==> src/rtl/manchester_frame_rx.sv <==
// Oversampling Manchester frame receiver: header 1010 followed by a COUNTER_LENGTH-bit count, MSB first.
// Optional MANCHESTER_RX_GLITCH_FILTER_EN inserts a 3-sample majority filter ahead of edge detection.
module manchester_frame_rx #(
  parameter int COUNTER_LENGTH  = 20,
  parameter int HALF_BIT_CYCLES = 8,
  parameter int CNT_W           = 8
) (
  input  logic                      clk,
  input  logic                      rst_n,
  input  logic                      ena,
  input  logic                      rx_in,
  output logic [COUNTER_LENGTH-1:0] data_out,
  output logic                      data_valid,
  output logic                      frame_error,
  output logic                      busy,
  output logic [1:0]                state_dbg
);

  localparam int FRAME_BITS = COUNTER_LENGTH + 4;
  localparam int BC_W       = $clog2(FRAME_BITS + 1);

  localparam logic [CNT_W-1:0] LO       = CNT_W'(3 * HALF_BIT_CYCLES / 2);
  localparam logic [CNT_W-1:0] HI       = CNT_W'(5 * HALF_BIT_CYCLES / 2);
  localparam logic [CNT_W-1:0] CNT_MAX  = '1;
  localparam logic [BC_W-1:0]  HDR_LAST   = BC_W'(3);
  localparam logic [BC_W-1:0]  FRAME_LAST = BC_W'(FRAME_BITS - 1);

  localparam logic [1:0] ST_HUNT    = 2'd0;
  localparam logic [1:0] ST_RECEIVE = 2'd1;
  localparam logic [1:0] ST_DONE    = 2'd2;

  // Output protocol: data_valid and frame_error are one-cycle strobes with no
  // ready/back-pressure; the consumer must capture data_out on the data_valid cycle.

  logic sync_meta;
  logic sync_level;
  logic prev_level;
  logic level_after;
  logic edge_det;

  always_ff @(posedge clk or negedge rst_n) begin
    if (!rst_n) begin
      sync_meta  <= 1'b0;
      sync_level <= 1'b0;
      prev_level <= 1'b0;
    end else begin
      sync_meta  <= rx_in;
      sync_level <= sync_meta;
      prev_level <= level_after;
    end
  end

`ifdef MANCHESTER_RX_GLITCH_FILTER_EN
  logic hist1;
  logic hist2;

  always_ff @(posedge clk or negedge rst_n) begin
    if (!rst_n) begin
      hist1 <= 1'b0;
      hist2 <= 1'b0;
    end else begin
      hist1 <= sync_level;
      hist2 <= hist1;
    end
  end

  // Majority of the last three synchronized samples; a lone odd sample never wins.
  assign level_after = (sync_level & hist1) | (sync_level & hist2) | (hist1 & hist2);
`else
  assign level_after = sync_level;
`endif

  assign edge_det = (level_after != prev_level);

  logic [1:0]                state;
  logic [CNT_W-1:0]          cnt;
  logic [CNT_W-1:0]          cnt_inc;
  logic [BC_W-1:0]           bit_cnt;
  logic [COUNTER_LENGTH-1:0] shreg;
  logic                      mid_window;
  logic                      header_ok;

  assign cnt_inc    = (cnt == CNT_MAX) ? cnt : cnt + 1'b1;
  assign mid_window = edge_det && (cnt >= LO) && (cnt <= HI);
  // The first three header bits are still in the low end of shreg when the fourth arrives.
  assign header_ok  = ({shreg[2:0], level_after} == 4'b1010);

  always_ff @(posedge clk or negedge rst_n) begin
    if (!rst_n) begin
      state       <= ST_HUNT;
      cnt         <= '0;
      bit_cnt     <= '0;
      shreg       <= '0;
      data_out    <= '0;
      data_valid  <= 1'b0;
      frame_error <= 1'b0;
    end else begin
      data_valid  <= 1'b0;
      frame_error <= 1'b0;
      if (!ena) begin
        state   <= ST_HUNT;
        cnt     <= '0;
        bit_cnt <= '0;
      end else begin
        case (state)
          ST_HUNT: begin
            if (edge_det) begin
              cnt <= '0;
              // A rising edge after a two-half-bit low can only be the mid-bit of a '1'.
              if (level_after && mid_window) begin
                shreg   <= COUNTER_LENGTH'(1);
                bit_cnt <= BC_W'(1);
                state   <= ST_RECEIVE;
              end
            end else begin
              cnt <= cnt_inc;
            end
          end
          ST_RECEIVE: begin
            if (mid_window) begin
              shreg   <= {shreg[COUNTER_LENGTH-2:0], level_after};
              bit_cnt <= bit_cnt + 1'b1;
              cnt     <= '0;
              if (bit_cnt == HDR_LAST && !header_ok) begin
                frame_error <= 1'b1;
                state       <= ST_HUNT;
                bit_cnt     <= '0;
              end else if (bit_cnt == FRAME_LAST) begin
                state <= ST_DONE;
              end
            end else if (cnt > HI) begin
              frame_error <= 1'b1;
              state       <= ST_HUNT;
              bit_cnt     <= '0;
              cnt         <= cnt_inc;
            end else begin
              cnt <= cnt_inc;
            end
          end
          ST_DONE: begin
            data_out   <= shreg;
            data_valid <= 1'b1;
            state      <= ST_HUNT;
            bit_cnt    <= '0;
            cnt        <= edge_det ? '0 : cnt_inc;
          end
          default: begin
            state   <= ST_HUNT;
            cnt     <= '0;
            bit_cnt <= '0;
          end
        endcase
      end
    end
  end

  assign busy      = (state == ST_RECEIVE);
  assign state_dbg = state;

endmodule

==> config.mk <==
export PLATFORM = sky130hd
export DESIGN_NAME = manchester_frame_rx
export DESIGN_NICKNAME = d
export VERILOG_FILES = /design/src/rtl/manchester_frame_rx.sv
export SDC_FILE = /design/constraint.sdc
export NUM_CORES = 1
export LEC_CHECK = 0
export ABC_AREA = 0
export CORE_MARGIN = 2
export CORE_UTILIZATION = 59
export DETAILED_ROUTE_END_ITERATION = 6
export PLACE_DENSITY_LB_ADDON = 0.08
export RECOVER_POWER = 25
export SETUP_SLACK_MARGIN = 0.15
export SLEW_MARGIN = 20
export SYNTH_ARGS = -nofsm -noshare
export SYNTH_HDL_FRONTEND = slang
export SYNTH_SLANG_ARGS = --single-unit
==> constraint.sdc <==
create_clock -name clk -period 5.5 [get_ports clk]
set_input_delay 0.825 -clock clk [delete_from_list [all_inputs] [get_ports clk]]
set_output_delay 0.825 -clock clk [all_outputs]
set_load 0.03 [all_outputs]
==> results.md, run 1 <==
Synthesis:
- Sorting the synthesized cells by how often they occur yields dfrtp_1, nand2_1, inv_1, o21ai_0, mux2i_1.
- The number of synthesized flops with an enable pin is 0.
- In this run, synthesis produced a sequential element count of 60.
- Yosys mapped the design onto 43 distinct sky130hd cell types.
- The most common cell in the synthesized netlist is dfrtp_1.
- The top cell type by total area after synthesis is dfrtp_1.
- The share of Yosys cell area claimed by the top area cell type is 56.1%.
- The post-synthesis instance area is 0.00268 mm^2.
- In the synthesized netlist the async set-or-reset flop fraction comes to 100%.
- The cell count after synthesis is 259.
- The number of warning messages in the yosys log is 0.
- The synthesized area per cell is 10.3 um^2.
- In the post-synthesis netlist, the biggest area contributors are dfrtp_1, mux2i_1, nand2_1.
- In the synthesized netlist the dominant register cell turns out to be dfrtp_1.
- The net count of the mapped netlist is 266.
- Summing the sequential cell areas from Yosys gives 56.1% of the chip area.

Power and ir drop:
- The power per cell area is 278 mW/mm^2.
- In this run switching power makes up 22.1% of total power.
- The share of power burned in the clock network is 43.3%.
- The share of total power dissipated in combinational logic is 5.8%.
- The power after layout is 888 uW.
- VDD sags by at most 0.261 mV.
- The power spent charging and discharging nets is 196 uW.
- The internal portion of the total power is 692 uW.
- For this design the static power due to leakage is 1.46 nW.
- Registers are responsible for 50.9% of the overall power.

Setup path:
- The endpoint arrival time on the critical path is 3.10 ns.
- The worst setup path startpoint is rst_n.
- On the worst path, the slowest cell contributes a delay of 2.18 ns.
- The buffer and inverter count on the worst path is 2.
- The largest fanout of any net on the critical path is 60.
- STA classifies the critical path endpoint as an async pin.
- The startpoint identified for the worst register-to-register timing path is cnt[0].
- The slowest stage of the critical path is the clkbuf_1 cell.
- The required time of the worst setup path is 5.25 ns.
- In this run the critical register-to-register path is captured at shreg[0].
- The category of the most critical setup path is in -> async.
- Walking the worst path, the cells encountered are buf_2 > clkbuf_1.
- Measured in cells, the most critical reg-to-reg path has a length of 8.
- The kind of cell adding the most delay to the critical path is buffers and inverters.
- The critical path depth in cells is 2.
- The worst register-to-register path has a setup slack of 3.25 ns.
- STA classifies the critical path startpoint as an input port.

Global route:
- The first global-routing pass estimated 7860 um of wire.
- The total routing usage reported by global routing is 20.3%.
- The largest net degree at the start of global routing is 61.
- For this run the aggregate overflow at the end of global routing stands at 0.
- The initial antenna violation count is 0.
- The number of global-route vias before repair is 1766.

Routing:
- In the final routed layout, each cell accounts on average for 13.3 um.
- The routed layout has 1810 vias.
- The number of violations reported at the end of detailed-routing iteration 0 is 98.
- In the routed layout, each cell is associated on average with a via count of 5.23.
- The first TritonRoute pass finished after 4 iterations.
- The number of design rule violations left after detail routing is 0.
- The number of nets with antenna violations after detailed routing is 0.
- The routed design has 4600 um of wire.

Timing:
- The worst pin sits at a relative slew slack of -106%.
- In the post-route analysis, the smallest setup slack over all paths is 2.15 ns.
- The number of setup violations in the final report is 0.
- Setup repair after global routing left no endpoint under its margin.
- The worst-case clock skew is 0.00653 ns.
- The minimum clock period after layout is 3.35 ns.
- The total negative setup slack is 0 ns.
- At the pin with the least slew margin, the transition time is 3.10 ns.
- The max-slew violation count is 61.
- On the final layout, the worst hold slack is 0.349 ns.
- For this run, the top clock speed supported by timing is 0.299 GHz.
- The count of final hold-check violations came to 0.
- The final critical-path share of the clock period is 60.9%.

Floorplan:
- The floorplan die area is 0.00509 mm^2.
- Row generation in the floorplan step produced 24 rows.
- The area of the placeable core is 0.00435 mm^2.
- In this run the vertical extent of the chip is 71.4 um.
- Pin placement for this block handled 29 I/O pins.
- The die span in x is 71.4 um.
- The effective utilization at floorplan is 61.5%.

Final layout:
- The layout filler cell count is 342.
- The net count of the finished layout is 298.
- The number of antenna diodes in the final layout is 0.
- In the final layout, the share of cells above drive strength 1 is 9.18%.
- From synthesis to final layout, the design area changed by 19.1%.

Clock network:
- The number of buffers between clock root and the deepest sink is 2.
- The count of instances resized after the clock tree is built is 0.
- The clock sink total is 60.
- The CTS tree is built.
- The number of buffers added to fix hold violations after cts is 0.
- The post-CTS repair timing setup buffer count is 0.
- In this run the clock root is driven by a clkbuf_8.
- The TritonCTS buffer count is 9.
- The worst-skew pair later-pin latency is 0.33 ns.
- The CTS clock-pin slew for the worst setup and hold paths is 0.06 ns.
- In this run the number of H-tree levels came out at 3.

Placed design:
- The routability-driven placement congestion ratio is 0.836.
- The setup slack at placement is 2.35 ns.
- The HPWL after detailed placement is 3000 um.
- Buffers placed on the I/O ports in this run total 28.

Outcome:
- The checks that failed: max-capacitance violations, max-slew violations.
- The flow ran to the end, but the final reports show violations.

Min path:
- Counting instances, the worst hold path has a depth of 0.
- The path with the worst hold slack has its endpoint at level_after.
- The min-delay analysis places its worst path in the category reg -> reg.
- In this run the most critical hold path is launched from sync_meta.

Flow run:
- Max-cap violations in this run came to 1.
==> power by group through the flow <==
stage | logic, mW | clock network (mW) | registers, mW
CTS | 0.0528 | 0.392 | 0.452
global placement | 0.0515 | 0 | 0.459
floorplan | 0.0300 | 0 | 0.460
finish | 0.0511 | 0.385 | 0.452
detailed placement | 0.0525 | 0 | 0.460
global route | 0.0587 | 0.410 | 0.452
==> sequential cells by signal (all words and copies together) (netlist names) <==
name,count
data_valid,1
shreg,20
data_out,20
prev_level,1
state_dbg,2
frame_error,1
bit_cnt,5
level_after,1
cnt,8
sync_meta,1
==> stage by stage <==
stage / cells / util (%) / cell area [um^2]
3_3_place_gp: 331 / 68.6 / 2990
2_1_floorplan: 259 / - / 2680
6_report: 346 / 73.2 / 3190
3_5_place_dp: 331 / 68.6 / 2990
4_1_cts: 345 / 73.0 / 3180
5_1_grt: 346 / 73.2 / 3190
==> layout by cell type, fill, tap and decap left out, types with 5 or more instances in the layout <==
cell type,n
clkbuf_8,11
nand3_1,5
clkdlybuf4s50_1,26
mux2i_1,20
o21ai_0,22
nand2_1,45
dfrtp_1,60
nor2_1,17
inv_1,28
==> per-layer routing <==
metal	up-vias	global-route usage (%)	routed length [um]
met2	31	31.8	2130
li1	911	-	-
met3	11	4.36	137
met1	857	25.9	2210
met5	-	0	0
met4	0	12.4	117
==> how the worst max path moves through the flow <==
stage / slack, ns / endpoint
final: 2.15 / data_out[6]
after detailed placement: 2.35 / shreg[0]
after floorplan: 3.40 / busy
after global placement: 2.39 / shreg[0]
after global routing: 1.40 / data_out[1]
after CTS: 2.39 / busy
==> cell type report <==
class                   instances  area [um^2]  share of cell area, %
flip-flops and latches         60         1500                   47.1
multi-input cells             161         1030                   32.2
repair buffers                 31          302                   9.45
clock buffers                  12          155                   4.86
inverters                      28          105                   3.30
well taps                      52         65.1                   2.04
clock inverters                 2         35.0                   1.10
==> logic make-up after synthesis <==
kind of cell               after synthesis  synth area share (%)
xor gates and xnor gates                 6                  2.24
and+or+nand+nor                         94                  17.5
AOI/OAI and AO/OA                       36                  8.65
adders and majority gates                3                  1.40
DFF                                     60                  56.1
buffers and inverters                   38                  5.84
muxes                                   22                  8.32
Note: power is estimated with default switching activity, not from simulation.
==> run 2: changes to the inputs <==
CORE_UTILIZATION = 56   (was 59)
clock period = 3.1 ns   (was 5.5 ns; I/O delays follow)
==> run 2 against run 1 <==
  * The flow now finishes without violations
  * Cell area grew 1.6%
  * Die area grew 5.1%
  * Critical path type is now reg -> out
  * Sequential power grew 77%
  * Clock skew is essentially flat
  * Flip-flop and latch count is the same
  * Highest routed layer unchanged
  * Final cell count grew 1.7%
  * Hold slack is essentially flat
  * Wire length grew 1.6%
  * Global-route usage shrank 0.54 points
==> results.md, run 2 (synthesized netlist as in run 1, its figures left out) <==
Outcome:
- The run finished with clean final reports.

Clock network:
- TritonCTS built the clock tree.
- The count of instances resized after the clock tree is built is 0.
- The worst-skew pair later-pin latency is 0.33 ns.
- After clock tree synthesis, the flow added hold-fix buffers numbering 0.
- In this run, CTS created clock tree buffers numbering 9.
- The cell at the root of the clock tree is clkbuf_8.
- The post-CTS repair timing setup buffer count is 0.
- Counting along the longest clock path gives a buffer depth of 2.
- In this run the number of H-tree levels came out at 3.
- The CTS clock-pin slew for the worst setup and hold paths is 0.06 ns.
- The clock sink total is 60.

Placed design:
- Routability-driven placement finished with a final weighted congestion of 0.825.
- During placement, the flow inserted port buffers numbering 28.
- The wire-length estimate of the detail-placed layout is 3270 um.
- The placed instances occupy a cell area of 0.00301 mm^2.

Final layout:
- The share of final-layout standard cells stronger than drive strength 1 is 9.73%.
- The net count reported at finish is 300.
- The repair_antennas step left the layout with diodes totalling 0.
- After filler insertion, the fill cell instance count of the layout stands at 355.
- From synthesis to final layout, the design area changed by 21.0%.
- In the layout the commonest cells are dfrtp_1, nand2_1, inv_1.
- The cell area after layout is 0.00324 mm^2.
- The most common cell after layout, fill and taps aside is dfrtp_1.
- The largest registers in the layout are data_out x20, shreg x20, cnt x8.

Timing:
- Static timing analysis puts the maximum clock frequency at 0.460 GHz.
- Dividing the final minimum period by the clock period gives 70.1%.
- The worst path needs 2.17 ns of the cycle, external delays included.
- The worst pin sits at a relative slew slack of 17.9%.
- Setup total negative slack on the finished layout was measured at 0 ns.
- The max-slew violation count is 0.
- The transition at the pin with the smallest max-transition slack is 1.23 ns.
- The number of setup violations in the final report is 0.
- The count of final hold-check violations is 0.
- The final hold slack is 0.348 ns.
- The worst-case clock skew is 0.00667 ns.
- Setup repair after global routing left no endpoint under its margin.

Min path:
- The worst hold endpoint is level_after.
- The class of the worst hold path is reg -> reg.
- The worst hold path begins at sync_meta.
- The hold-critical path depth is 0.

Setup path:
- The worst register-to-register path has a setup slack of 1.06 ns.
- The category of the most critical setup path is reg -> out.
- The launch instance of the worst register-to-register path is cnt[0].
- The largest single stage delay on the critical path is 0.69 ns.
- Along the worst path, the maximum fanout reaches 5.
- The most critical setup path has its startpoint at state_dbg[1].
- The worst flop-to-flop path endpoint is shreg[16].
- Walking the worst path, the cells encountered are and2b_1 > clkdlybuf4s50_1.
- Data on the critical path is required at its endpoint by 2.63 ns.
- The depth of the worst register-to-register path is 8.
- The nature of the critical path endpoint is an output pin.
- STA puts the critical path data arrival time at 1.71 ns.
- The cell at the slowest stage of the critical path is clkdlybuf4s50_1.
- The worst setup path is launched from a flop.

Power and ir drop:
- The analysis attributes to cell leakage a power of 1.48 nW.
- Across the VDD grid, the largest voltage drop is 0.454 mV.
- The power per cell area is 531 mW/mm^2.

Routing:
- The routed layout has 1843 vias.
- After detailed routing, the met2 layer carries 2090 um of wire.
- The highest layer touched by signal routing is met4.
- The wire length on met1 is 2300 um.
- The detailed-routing iteration count for the pre-antenna-repair pass is 4.
- In the final routed layout, each cell accounts on average for 13.3 um.
- In the routed design, unresolved DRC markers number 0.
- The routed length on met3 is 149 um.
- In the routed layout, each cell is associated on average with a via count of 5.24.
- The total wire length after detailed routing is 4680 um.
- The number of nets with antenna violations after detailed routing is 0.
- The number of violations reported at the end of detailed-routing iteration 0 is 67.

Global route:
- The first global-routing pass estimated 7840 um of wire.
- The initial antenna violation count is 0.
- Global routing used 19.7% of the available tracks across all layers.
- The number of global-route vias before repair is 1750.
- The largest net degree at the start of global routing is 41.
- The remaining global-route overflow is 0.

Floorplan:
- 29 I/O pins were placed.
- Measured along the y axis, the die boundary spans 73.1 um.
- The die is 73.1 um wide.
- The floorplan die area is 0.00535 mm^2.
- The effective utilization at floorplan is 57.4%.
- The total number of placement rows is 25.
- The area of the placeable core is 0.00466 mm^2.

Flow run:
- The max-capacitance violation count is 0.
## run 2: changes by cell type in the layout (fill, tap and decap cells not counted)
cell and delta:
clkbuf_8 -2, clkbuf_1 +2, bufinv_16 +2, buf_4 +3
buf_8 -1, buf_2 -1, clkinv_2 +1
## run 2: report_power, final
part           switching, mW  total (mW)  internal (mW)  leakage [nW]
sequential            0.0103       0.802          0.791         0.728
combinational         0.0614      0.0949         0.0335         0.638
clock                  0.291       0.822          0.532         0.117
## run 2: how the worst max path moves through the flow
stage and end:
2_1_floorplan shreg[0], 3_3_place_gp shreg[15], 3_5_place_dp shreg[16], 4_1_cts busy, 5_1_grt shreg[9], 6_report busy
## run 2: layout make-up
class	instances	area, um^2	share of cell area (%)
Inverter	28	105	3.24
Tap cell	54	67.6	2.09
Clock buffer	11	131	4.06
Multi-Input combinational cell	161	1030	31.7
Clock inverter	5	100	3.09
Sequential cell	60	1500	46.3
Timing Repair Buffer	33	308	9.50
## run 2: stage by stage
stage | power [mW] | worst slack [ns] | instances | utilization (%)
5_1_grt | 1.78 | 0.774 | 352 | 69.5
3_3_place_gp | 0.910 | 0.842 | 336 | 64.6
6_report | 1.72 | 0.928 | 352 | 69.5
3_5_place_dp | 0.913 | 0.734 | 336 | 64.6
2_1_floorplan | 0.870 | 1.35 | 259 | -
4_1_cts | 1.74 | 0.907 | 352 | 69.6
## run 2: critical path: cells and delay by family, from the launching register on
| kind | cells | cell delay (ns) |
|---|---|---|
| buffers and inverters | 1 | 0.69 |
| DFF | 1 | 0.42 |
| and+or+nand+nor | 1 | 0.27 |
## run 2: per-layer routing
metal | GRT usage [%] | up-vias
met5 | 0 | -
met4 | 12.8 | 0
met3 | 4.97 | 13
met2 | 27.6 | 34
met1 | 27.1 | 869
li1 | - | 927
